===== src/rtl/pic_pkg.sv =====
// pic_pkg: shared types, constants and priority helpers for the PIC interrupt sequencer
package pic_pkg;

    localparam int NUM_IR = 8;

    typedef enum logic [1:0] {IDLE, REQ, ACK1} state_t;

    // Lowest index wins because IR0 is the highest priority level
    function automatic logic [2:0] lowest_set(input logic [NUM_IR-1:0] v);
        lowest_set = 3'd0;
        for (int i = NUM_IR - 1; i >= 0; i--)
            if (v[i]) lowest_set = 3'(i);
    endfunction

    function automatic logic [NUM_IR-1:0] one_hot(input logic [2:0] l);
        one_hot = 8'd1 << l;
    endfunction

    // Levels strictly above the highest-priority in-service level; all levels when nothing is in service
    function automatic logic [NUM_IR-1:0] priority_mask(input logic [NUM_IR-1:0] isr);
        priority_mask = (isr == '0) ? '1 : one_hot(lowest_set(isr)) - 8'd1;
    endfunction

endpackage


===== src/rtl/pic_priority_resolver.sv =====
// pic_priority_resolver: combinational winner selection of unmasked requests against the in-service ceiling
module pic_priority_resolver
    import pic_pkg::*;
(
    input  logic [7:0] req,
    input  logic [7:0] mask,
    input  logic [7:0] isr,
    output logic       winner_valid,
    output logic [2:0] winner_level,
    output logic [7:0] ceiling
);

    logic [7:0] serviceable;

    assign ceiling      = priority_mask(isr);
    assign serviceable  = req & ~mask & ceiling;
    assign winner_valid = |serviceable;
    assign winner_level = lowest_set(serviceable);

endmodule


===== src/rtl/pic_int_sequencer.sv =====
// pic_int_sequencer: 8259 INT/INTA sequencing, in-service tracking, vector generation and EOI handling
module pic_int_sequencer
    import pic_pkg::*;
#(
    parameter logic [2:0] SPURIOUS_LEVEL = 3'd7
) (
    input  logic       clk,
    input  logic       rst,
    input  logic [7:0] irr_in,
    input  logic [7:0] imr,
    input  logic       inta,
    input  logic       eoi,
    input  logic       aeoi,
    input  logic [4:0] vector_base,
    output logic       int_out,
    output logic [7:0] isr,
    output logic [7:0] irr_clear,
    output logic [7:0] vector,
    output logic       vector_valid
);

    state_t     state, state_n;
    logic       eval_q, eval_n;
    logic [2:0] lvl_q, lvl_n;
    logic       spur_q, spur_n;
    logic [7:0] isr_n, irr_clear_n, vector_n, eoi_clr;
    logic       vector_valid_n;
    logic       winner_valid;
    logic [2:0] winner_level;
    logic [7:0] ceiling;

    pic_priority_resolver u_resolver (
        .req          (irr_in),
        .mask         (imr),
        .isr          (isr),
        .winner_valid (winner_valid),
        .winner_level (winner_level),
        .ceiling      (ceiling)
    );

    // The ceiling sits just below the highest-priority in-service bit, so +1 is that bit
    assign eoi_clr = (eoi && isr != '0) ? ceiling + 8'd1 : 8'd0;
    assign int_out = (state == REQ);

    always_comb begin
        state_n        = state;
        eval_n         = 1'b0;
        lvl_n          = lvl_q;
        spur_n         = spur_q;
        isr_n          = isr & ~eoi_clr;
        irr_clear_n    = 8'd0;
        vector_n       = vector;
        vector_valid_n = 1'b0;
        case (state)
            IDLE: begin
                eval_n  = winner_valid;
                state_n = (eval_q && winner_valid) ? REQ : IDLE;
            end
            REQ: if (inta) begin
                state_n     = ACK1;
                lvl_n       = winner_valid ? winner_level : SPURIOUS_LEVEL;
                spur_n      = !winner_valid;
                isr_n       = winner_valid ? isr_n | one_hot(winner_level) : isr_n;
                irr_clear_n = winner_valid ? one_hot(winner_level) : 8'd0;
            end
            ACK1: if (inta) begin
                state_n        = IDLE;
                vector_n       = {vector_base, lvl_q};
                vector_valid_n = 1'b1;
                isr_n          = (aeoi && !spur_q) ? isr_n & ~one_hot(lvl_q) : isr_n;
            end
            default: state_n = IDLE;
        endcase
    end

    always_ff @(posedge clk or posedge rst) begin
        if (rst) begin
            state        <= IDLE;
            eval_q       <= 1'b0;
            lvl_q        <= 3'd0;
            spur_q       <= 1'b0;
            isr          <= 8'd0;
            irr_clear    <= 8'd0;
            vector       <= 8'd0;
            vector_valid <= 1'b0;
        end else begin
            state        <= state_n;
            eval_q       <= eval_n;
            lvl_q        <= lvl_n;
            spur_q       <= spur_n;
            isr          <= isr_n;
            irr_clear    <= irr_clear_n;
            vector       <= vector_n;
            vector_valid <= vector_valid_n;
        end
    end

endmodule

===== config.mk =====
export PLATFORM = sky130hd
export DESIGN_NAME = pic_int_sequencer
export DESIGN_NICKNAME = d
export VERILOG_FILES = /design/src/rtl/pic_pkg.sv /design/src/rtl/pic_priority_resolver.sv /design/src/rtl/pic_int_sequencer.sv
export SDC_FILE = /design/constraint.sdc
export NUM_CORES = 1
export LEC_CHECK = 0
export CAP_MARGIN = 40
export CORE_MARGIN = 4
export CORE_UTILIZATION = 25
export DETAILED_ROUTE_END_ITERATION = 6
export GPL_TIMING_DRIVEN = 0
export PLACE_DENSITY = 0.49
export SYNTH_ARGS = -nofsm -noshare
export SYNTH_HDL_FRONTEND = slang
export SYNTH_SLANG_ARGS = --single-unit

===== constraint.sdc =====
create_clock -name clk -period 5 [get_ports clk]
set_input_delay 1 -clock clk [delete_from_list [all_inputs] [get_ports clk]]
set_output_delay 1 -clock clk [all_outputs]
set_load 0.05 [all_outputs]

==> impl_metrics.tcl, run 1 <==
set metrics [dict create \
    outcome "finished, final reports clean" \
    path_max_fanout 10 \
    syn_inst 207 \
    cts-root-buf "clkbuf_8" \
    core_um2 7370 \
    ctsHoldBuffers 0 \
    fin_crit_sh 0.730 \
    grt_use_total 0.122 \
    diodes 0 \
    post_cts_resized 0 \
    synthMuxAreaShare 0.0519 \
    cap_violations 0 \
    drive_gt1_frac 0.120 \
    htreeDepth 2 \
    cts.reportedPaths.clkPinSlew_ps 70 \
    cts_setup_buffers 0 \
    synth.area.top_cells "dfrtp_1 42%, o21ai_0 4.7%, mux2_2 4.7%" \
    setup_tns_ps 0 \
    synth_top_area_share 0.416 \
    synth_area_um2 1930 \
    gp_congestion 0.795 \
    numClockSinks 32 \
    drtIter0Drc 101 \
    skew_ps 5.40 \
    fin_nets 295 \
    die_h_um 95.8 \
    clock_path_buffers 2 \
    route.antenna.remaining_nets 0 \
    dpl.hpwl_mm 4.16 \
    timing.rr.start "isr[5]$_DFF_PP0_" \
    cp_slowest_cell "nor4_1" \
    ys_types 53 \
    critPathKind "flip-flop to flip-flop" \
    cts_tree "done" \
    synth_top_family_by_area "simple AND/OR/NAND/NOR gates" \
    synth-adder-area-share 0.0260 \
    worstPathRequired_ps 5200 \
    nFillCells 767 \
    grt_antenna_before_repair 0 \
    cp.arrival_ps 3850 \
    yosysTopAreaCell "dfrtp_1" \
    setup_viol 0 \
    grt_pass1_vias 1696 \
    cpLargestDelayFamily "compound AO/OA/AOI/OAI gates" \
    tightestPinTransition_ps 803 \
    crit_path_frequent_cell "o22ai_1" \
    grt_setup_unrepaired "false" \
    min_period_ps 3650 \
    drc 0 \
    cts_made_buffers 5 \
    portBuffers 50 \
    synthFlopType "dfrtp_1" \
    viasPerCell 4.84 \
    grt_pass1_wl_mm 8.51 \
    relSlewSlack 0.459 \
    area_delta_synth_final_pct 38.6 \
    die_area_um2 9180 \
    crit_path_start "isr[5]$_DFF_PP0_" \
    ys_warn_count 0 \
    routed_wl_mm 5.34 \
    grt_max_degree 21 \
    synth_edf_count 0 \
    p_per_area_nw_per_um2 492 \
    ys_seq_area_frac 0.416 \
    fp.dieW_um 95.8 \
    cp-start-kind "flip-flop" \
    ir_drop_mv 0.308 \
    syn_avg_cell_area_um2 9.31 \
    synth_compound_area_frac 0.207 \
    stdcell_count 365 \
    endpoint_kind "flip-flop" \
    ys_seq_elements 32 \
    synthesis.nets 237 \
    synth-xor-area-share 0 \
    dp_cells 357 \
    rows 31 \
    first_pass_iters 4 \
    post_synth_and_or_nand_nor_area_fraction 0.252 \
    synth_common_cells "32 x dfrtp_1, 18 x nand2_1, 18 x o21ai_0, 16 x nor2_1" \
    p_leak_nw 1.10 \
    max_freq_mhz 274 \
    wl_per_cell_um 14.6 \
    yosysMostFrequentCell "dfrtp_1" \
    path_cells "nor4_1 -> a21oi_1 -> ha_1 -> buf_2 -> o21a_1 -> a221oi_1 -> o22ai_1 -> o311ai_4 -> or3b_1 -> o22ai_1" \
    grt-ovfl-total 0 \
    async_reset_ff_frac 1.00 \
    clock_latency_ps 280 \
    vias 1768 \
    worst-r2r-setup-slack_ps 1350 \
    ios 52 \
    hold_start "spur_q$_DFFE_PP0P_" \
    max_stage_delay_ps 610 \
    finalMaxSlewViolations 0 \
    hold_viol_final 0 \
    hold_path_class "flip-flop to flip-flop" \
    cp_num_buf_inv 1 \
    start_util 0.261 \
]
[power breakdown]
| part | switching [mW] | total [mW] | leakage, nW | internal, mW |
|---|---|---|---|---|
| Combinational | 0.462 | 0.737 | 0.626 | 0.276 |
| Sequential | 0.0447 | 0.372 | 0.420 | 0.327 |
| Clock | 0.0962 | 0.206 | 0.0510 | 0.110 |
| Total | 0.603 | 1.31 | 1.10 | 0.712 |
[through the flow]
| stage | power, mW | util | hold WS [ps] | setup slack (ps) | area (um^2) |
|---|---|---|---|---|---|
| floorplan | 0.892 | - | 450 | 1790 | 1930 |
| global placement | 1.11 | 0.346 | 465 | 1350 | 2550 |
| detailed placement | 1.12 | 0.350 | 473 | 1420 | 2580 |
| CTS | 1.32 | 0.362 | 488 | 1410 | 2670 |
| global route | 1.41 | 0.362 | 522 | 1130 | 2670 |
| finish | 1.31 | 0.362 | 480 | 1350 | 2670 |
[tightest hold or removal path, stage by stage, from the launching register on]
cell and delay [ps]:
dfrtp_1 340, nand2_1 40, o21ai_0 60
[layout make-up]
class / count / area [um^2] / share of cell area
sequential: 32 / 801 / 0.300
clock buffer: 6 / 82.6 / 0.0309
timing repair buffer: 51 / 528 / 0.198
clock inverter: 2 / 10.0 / 0.00375
inverter: 9 / 33.8 / 0.0126
tap: 99 / 124 / 0.0464
multi-input combinational: 156 / 1030 / 0.387
buffer: 10 / 57.6 / 0.0215
[kinds of logic (layout without fill, tap and decap cells)]
family	after synthesis	count (layout)
AO/OA/AOI/OAI	57	57
multiplexers	9	9
AND/OR/NAND/NOR	86	86
flip-flops	32	32
buffers and inverters	19	78
adder cells (fa/ha/maj)	4	4
[metal layers]
layer,global-route usage,part of all wire,vias to the layer above,routed length (um)
met5,0,0,-,0
li1,-,-,871,-
met1,0.163,0.46,848,2480
met4,0.0249,0,0,0
met3,0.0321,0.053,0,283
met2,0.198,0.48,49,2580
[path summary, 6_finish.rpt]
path	to	depth (start not counted)
worst max-delay path	isr[6]$_DFF_PP0_	10
worst min-delay path	spur_q$_DFFE_PP0P_	2
worst max register to register	isr[6]$_DFF_PP0_	10
worst min register to register	spur_q$_DFFE_PP0P_	2
max in group asynchronous	lvl_q[2]$_DFFE_PP0P_	3
min in group asynchronous	isr[3]$_DFF_PP0_	2
[sequential cells by signal (all words and copies together), names as in the netlist]
| name | cells |
|---|---|
| irr_clear | 8 |
| isr | 8 |
| vector | 8 |
| lvl_q | 3 |
| state | 2 |
| eval_q | 1 |
| spur_q | 1 |
| vector_valid | 1 |
[placed cells by master, fill, tap and decap left out, types with 3 or more instances in the layout]
master	synthesis	routed
buf_2	3	3
nand2_1	18	18
o21ai_0	18	18
clkdlybuf4s50_1	0	50
a31oi_1	4	4
or4_1	4	4
nor3b_1	3	3
o211ai_1	5	5
dfrtp_1	32	32
clkbuf_1	3	3
mux2_2	8	8
nor2b_1	5	5
inv_1	9	9
clkbuf_8	0	6
nand3_1	9	9
nor2_1	16	16
nand2b_1	8	8
nor3_1	5	5
ha_1	4	4
o22ai_1	3	3
o21a_1	3	3
a21oi_1	7	7
(Power assumes the default switching activity.)
==> run 2: changes to the inputs <==
- clock period: 5 -> 3.7 ns (I/O delays scaled with it)
==> run 2 against run 1 <==
Global-route usage unchanged. Total power up 36%. Cell area up 0.47%. Via count down 0.68%. Critical path type unchanged. Largest power group unchanged. Highest routed layer is now met4.
==> impl_metrics.tcl, run 2 (synthesis results as in run 1) <==
set metrics [dict create \
    numClockSinks 32 \
    finalMaxSlewViolations 0 \
    clock_path_buffers 2 \
    setup_tns_ps 0 \
    grt_antenna_before_repair 0 \
    worstPathRequired_ps 3900 \
    post_cts_resized 0 \
    cap_violations 0 \
    cts.reportedPaths.clkPinSlew_ps 70 \
    dpl.hpwl_mm 4.16 \
    ctsHoldBuffers 0 \
    cts_made_buffers 5 \
    first_pass_iters 4 \
    drc 0 \
    area_delta_synth_final_pct 39.3 \
    p_per_area_nw_per_um2 666 \
    diodes 0 \
    setup_viol 0 \
    cts_tree "done" \
    grt_setup_unrepaired "false" \
    fin_crit_sh 0.902 \
    fin_nets 295 \
    core_um2 7370 \
    grt_max_degree 21 \
    viasPerCell 4.81 \
    most-common-layout-cells "50 x clkdlybuf4s50_1, 32 x dfrtp_1, 18 x nand2_1, 18 x o21ai_0, 16 x nor2_1" \
    htreeDepth 2 \
    nFillCells 766 \
    tightestPinTransition_ps 817 \
    p_leak_nw 1.10 \
    cp.arrival_ps 3540 \
    ios 52 \
    critPathKind "flip-flop to flip-flop" \
    grt_pass1_wl_mm 8.51 \
    routed_wl_mm 5.38 \
    grt_pass1_vias 1696 \
    clock_latency_ps 280 \
    path_max_fanout 10 \
    portBuffers 50 \
    die_h_um 95.8 \
    hold_viol_final 0 \
    min_period_ps 3340 \
    gp_congestion 0.795 \
    cp-start-kind "flip-flop" \
    largestRegisters "irr_clear: 8 flops, isr: 8 flops, vector: 8 flops" \
    grt-ovfl-total 0 \
    rows 31 \
    drive_gt1_frac 0.128 \
    crit_path_frequent_cell "o22ai_1" \
    path_cells "nor4_2 -> a21oi_1 -> ha_1 -> buf_2 -> o21a_1 -> a221oi_2 -> o22ai_1 -> o311ai_4 -> or3b_1 -> o22ai_1" \
    total_power_mw 1.79 \
    cts-root-buf "clkbuf_8" \
    register_area_um2 801 \
    max_freq_mhz 300 \
    cts_setup_buffers 0 \
    hold_path_class "flip-flop to flip-flop" \
    ir_drop_mv 0.416 \
    grt_use_total 0.122 \
    skew_ps 5.25 \
    route.antenna.remaining_nets 0 \
    die_area_um2 9180 \
    endpoint_kind "flip-flop" \
    multiInputGateArea_um2 1050 \
    final_common_cell "clkdlybuf4s50_1" \
    drtIter0Drc 100 \
    cp_slowest_cell "dfrtp_1" \
    max_stage_delay_ps 490 \
    outcome "finished, final reports clean" \
    start_util 0.261 \
    relSlewSlack 0.450 \
    vias 1756 \
    fp.dieW_um 95.8 \
    wl_per_cell_um 14.7 \
]
run 2: cell types whose count changed in the layout (fill, tap and decap cells not counted):
cell      change
a221oi_2      +1
nor4_2        +1
nor4_1        -1
a221oi_1      -1
run 2: per-stage QoR:
stage	instance area (um^2)	hold slack (ps)	utilization	setup slack, ps	std cells
after global placement	2550	465	0.346	52.8	356
after floorplan	1930	450	-	489	207
after CTS	2670	488	0.362	110	365
after detailed placement	2580	473	0.350	122	357
final	2680	479	0.364	362	365
after global routing	2680	522	0.364	160	365
run 2: layout make-up:
cell class,count,share of cell area
Sequential cell,32,0.298
Timing Repair Buffer,51,0.197
Tap cell,99,0.0462
Buffer,10,0.0214
Inverter,9,0.0126
Clock inverter,2,0.00373
Clock buffer,6,0.0308
Multi-Input combinational cell,156,0.390
run 2: path summary, 6_finish.rpt:
path / endpoint / from / cells after the start / slack, ps
max: isr[6]$_DFF_PP0_ / isr[5]$_DFF_PP0_ / 10 / 360
min: spur_q$_DFFE_PP0P_ / spur_q$_DFFE_PP0P_ / 2 / 480
max reg2reg: isr[6]$_DFF_PP0_ / isr[5]$_DFF_PP0_ / 10 / 360
min reg2reg: spur_q$_DFFE_PP0P_ / spur_q$_DFFE_PP0P_ / 2 / 480
max in group asynchronous: lvl_q[2]$_DFFE_PP0P_ / rst / 3 / 2400
min in group asynchronous: isr[3]$_DFF_PP0_ / rst / 2 / 810
run 2: where the power goes:
group	internal [mW]	switching [mW]	leakage, nW
combinational	0.377	0.628	0.630
clock	0.148	0.131	0.0510
sequential	0.442	0.0607	0.420
total	0.967	0.820	1.10
run 2: worst max-delay path, delay by kind of cell, from the launching register on:
kind                     cells  cell delay (ps)
AO/OA/AOI/OAI                6             1370
adder cells (fa/ha/maj)      1              230
buffers and inverters        1              200
flip-flops                   1              490
AND/OR/NAND/NOR              2              950
run 2: routing by layer:
layer  vias to the layer above  GRT usage  wire, um
met5                         -          0         0
met4                         0     0.0249        21
met3                         3     0.0321       260
met2                        40      0.198      2570
met1                       845      0.163      2520
li1                        868          -         -
==> run 3: changes to the inputs <==
- ABC_AREA: unset -> 0
- SETUP_SLACK_MARGIN: unset -> 0.15
- SYNTH_HIERARCHICAL: unset -> 1
==> run 3 against run 2 <==
Worst hold slack gained 9.4 ps. Sequential power grew 14%. Clock skew grew 6.4 ps. Routed wire length grew 1.9%. Synthesized area grew 2.9%. Synthesized cell count grew 4.8%. First-iteration DRC count grew 64%. Critical path type unchanged.
==> impl_metrics.tcl, run 3 <==
set metrics [dict create \
    outcome "finished, final reports clean" \
    drive_gt1_frac 0.158 \
    cp-start-kind "flip-flop" \
    grt_use_total 0.118 \
    drc 0 \
    vias 1818 \
    clock_latency_ps 280 \
    async_reset_ff_frac 1.00 \
    setup_viol 0 \
    hold_viol_final 0 \
    grt_max_degree 20 \
    final_common_cell "clkdlybuf4s50_1" \
    ir_drop_mv 0.377 \
    fp.dieW_um 97.1 \
    grt-ovfl-total 0 \
    wl_per_cell_um 14.4 \
    setup_ws_ps 418 \
    fin_nets 308 \
    dp_cells 370 \
    htreeDepth 2 \
    die_area_um2 9420 \
    diodes 0 \
    synth.area.top_cells "dfrtp_1 40%, nor2_1 4.7%, mux2_2 4.5%" \
    synth_area_um2 1980 \
    finalMaxSlewViolations 0 \
    total_power_mw 3.05 \
    drtIter0Drc 164 \
    viasPerCell 4.78 \
    synth_edf_count 0 \
    grt_antenna_before_repair 0 \
    start_util 0.257 \
    ys_seq_elements 32 \
    synth_top_area_share 0.404 \
    cts_tree "done" \
    cp.arrival_ps 3430 \
    grt_pass1_wl_mm 9.24 \
    gp_congestion 0.864 \
    grt_setup_unrepaired "true" \
    multiInputGateArea_um2 1110 \
    grt_pass1_vias 1811 \
    portBuffers 50 \
    min_period_ps 3280 \
    syn_avg_cell_area_um2 9.14 \
    routed_wl_mm 5.48 \
    timing.hold.ws_ps 488 \
    setup_tns_ps 0 \
    core_um2 7730 \
    max_freq_mhz 305 \
    critPathKind "flip-flop to flip-flop" \
    hold_path_class "flip-flop to flip-flop" \
    ys_types 54 \
    skew_ps 11.6 \
    synthFlopType "dfrtp_1" \
    endpoint_kind "flip-flop" \
    dpl_worst_slack_ps -95.5 \
    numClockSinks 32 \
    area_delta_synth_final_pct 39.9 \
    cap_violations 0 \
    die_h_um 97.1 \
    p_leak_nw 1.14 \
    cts_made_buffers 5 \
    path_max_fanout 9 \
    ios 52 \
    p_per_area_nw_per_um2 1100 \
    ys_warn_count 6 \
    largestRegisters "irr_clear: 8 flops, isr: 8 flops, vector: 8 flops" \
    stdcell_count 380 \
    cts.reportedPaths.clkPinSlew_ps 80 \
    fin_crit_sh 0.887 \
    most-common-layout-cells "50 x clkdlybuf4s50_1, 29 x dfrtp_1, 25 x nor2_1" \
    syn_inst 217 \
    yosysMostFrequentCell "dfrtp_1" \
    ctsHoldBuffers 0 \
    nFillCells 786 \
    clock_path_buffers 2 \
    synthesis.nets 248 \
    synth_common_cells "32 x dfrtp_1, 25 x nor2_1, 13 x a21oi_1, 13 x inv_1, 12 x nand2_1" \
    first_pass_iters 4 \
    tightestPinTransition_ps 607 \
    yosysTopAreaCell "dfrtp_1" \
    cts-root-buf "clkbuf_8" \
    route.antenna.remaining_nets 0 \
    rows 32 \
    worstPathRequired_ps 3850 \
    dpl.hpwl_mm 4.21 \
    ys_seq_area_frac 0.404 \
    register_area_um2 805 \
    relSlewSlack 0.595 \
]
## run 3: cell families after synthesis
family | share of synthesized area
muxes | 0.0454
xor gates and xnor gates | 0.0221
buffers and inverters | 0.0511
and+or+nand+nor | 0.256
AOI/OAI and AO/OA | 0.191
adders and majority gates | 0.0315
DFF | 0.404
## run 3: per-stage QoR
stage,util,instance area [um^2]
after detailed placement,0.341,2640
after global placement,0.338,2610
final,0.359,2780
after floorplan,-,1980
after global routing,0.359,2780
after CTS,0.356,2750
## run 3: worst paths after layout
kind | startpoint | end | slack, ps | cells past startpoint
min in group asynchronous | rst | irr_clear[7]$_DFF_PP0_ | 820 | 2
worst max-delay path | isr[7]$_DFF_PP0_ | isr[1]$_DFF_PP0_ | 420 | 15
worst min-delay path | eval_q$_DFF_PP0_ | state[0]$_DFFE_PP0P_ | 490 | 2
worst min register to register | eval_q$_DFF_PP0_ | state[0]$_DFFE_PP0P_ | 490 | 2
max in group asynchronous | rst | isr[6]$_DFF_PP0_ | 2350 | 3
worst max register to register | isr[7]$_DFF_PP0_ | isr[1]$_DFF_PP0_ | 420 | 15
## run 3: repair_timing
item / 4_1_cts / 5_1_grt
endpoints found under the hold margin: 0 / 0
buffers inserted: 1 / 1
resized for setup: 3 / 10
pin swaps: 0 / 2
endpoints found under the setup margin: 12 / 8
## run 3: power breakdown
| part | internal [mW] | switching (mW) |
|---|---|---|
| Sequential | 0.461 | 0.113 |
| Combinational | 0.915 | 1.29 |
| Clock | 0.131 | 0.135 |
| Total | 1.51 | 1.54 |
## run 3: area by class of cell
class                           instances  area share
Timing Repair Buffer                   53       0.196
Clock buffer                            5      0.0248
Inverter                               14      0.0189
Multi-Input combinational cell        163       0.399
Sequential cell                        32       0.290
Buffer                                  8      0.0185
Clock inverter                          3     0.00676
Tap cell                              102      0.0460
## run 3: metal layers
| metal | vias to the layer above | global-route usage | routed length (um) |
|---|---|---|---|
| li1 | 908 | - | - |
| met1 | 865 | 0.174 | 2760 |
| met2 | 43 | 0.177 | 2500 |
| met3 | 2 | 0.0237 | 181 |
| met4 | 0 | 0.0292 | 36 |
| met5 | - | 0 | 0 |
## run 3: worst max-delay path: stages (launching register included)
cell and delay (ps):
dfrtp_2 470, nor4_4 320, nand2_2 110, nor2_1 100, nor2_1 50, ha_2 230
o21bai_1 150, and4b_1 220, a21oi_2 150, or2b_2 320, nand3b_1 200, and3_1 210
buf_4 160, nor2b_1 180, a32oi_1 220, a21oi_1 60
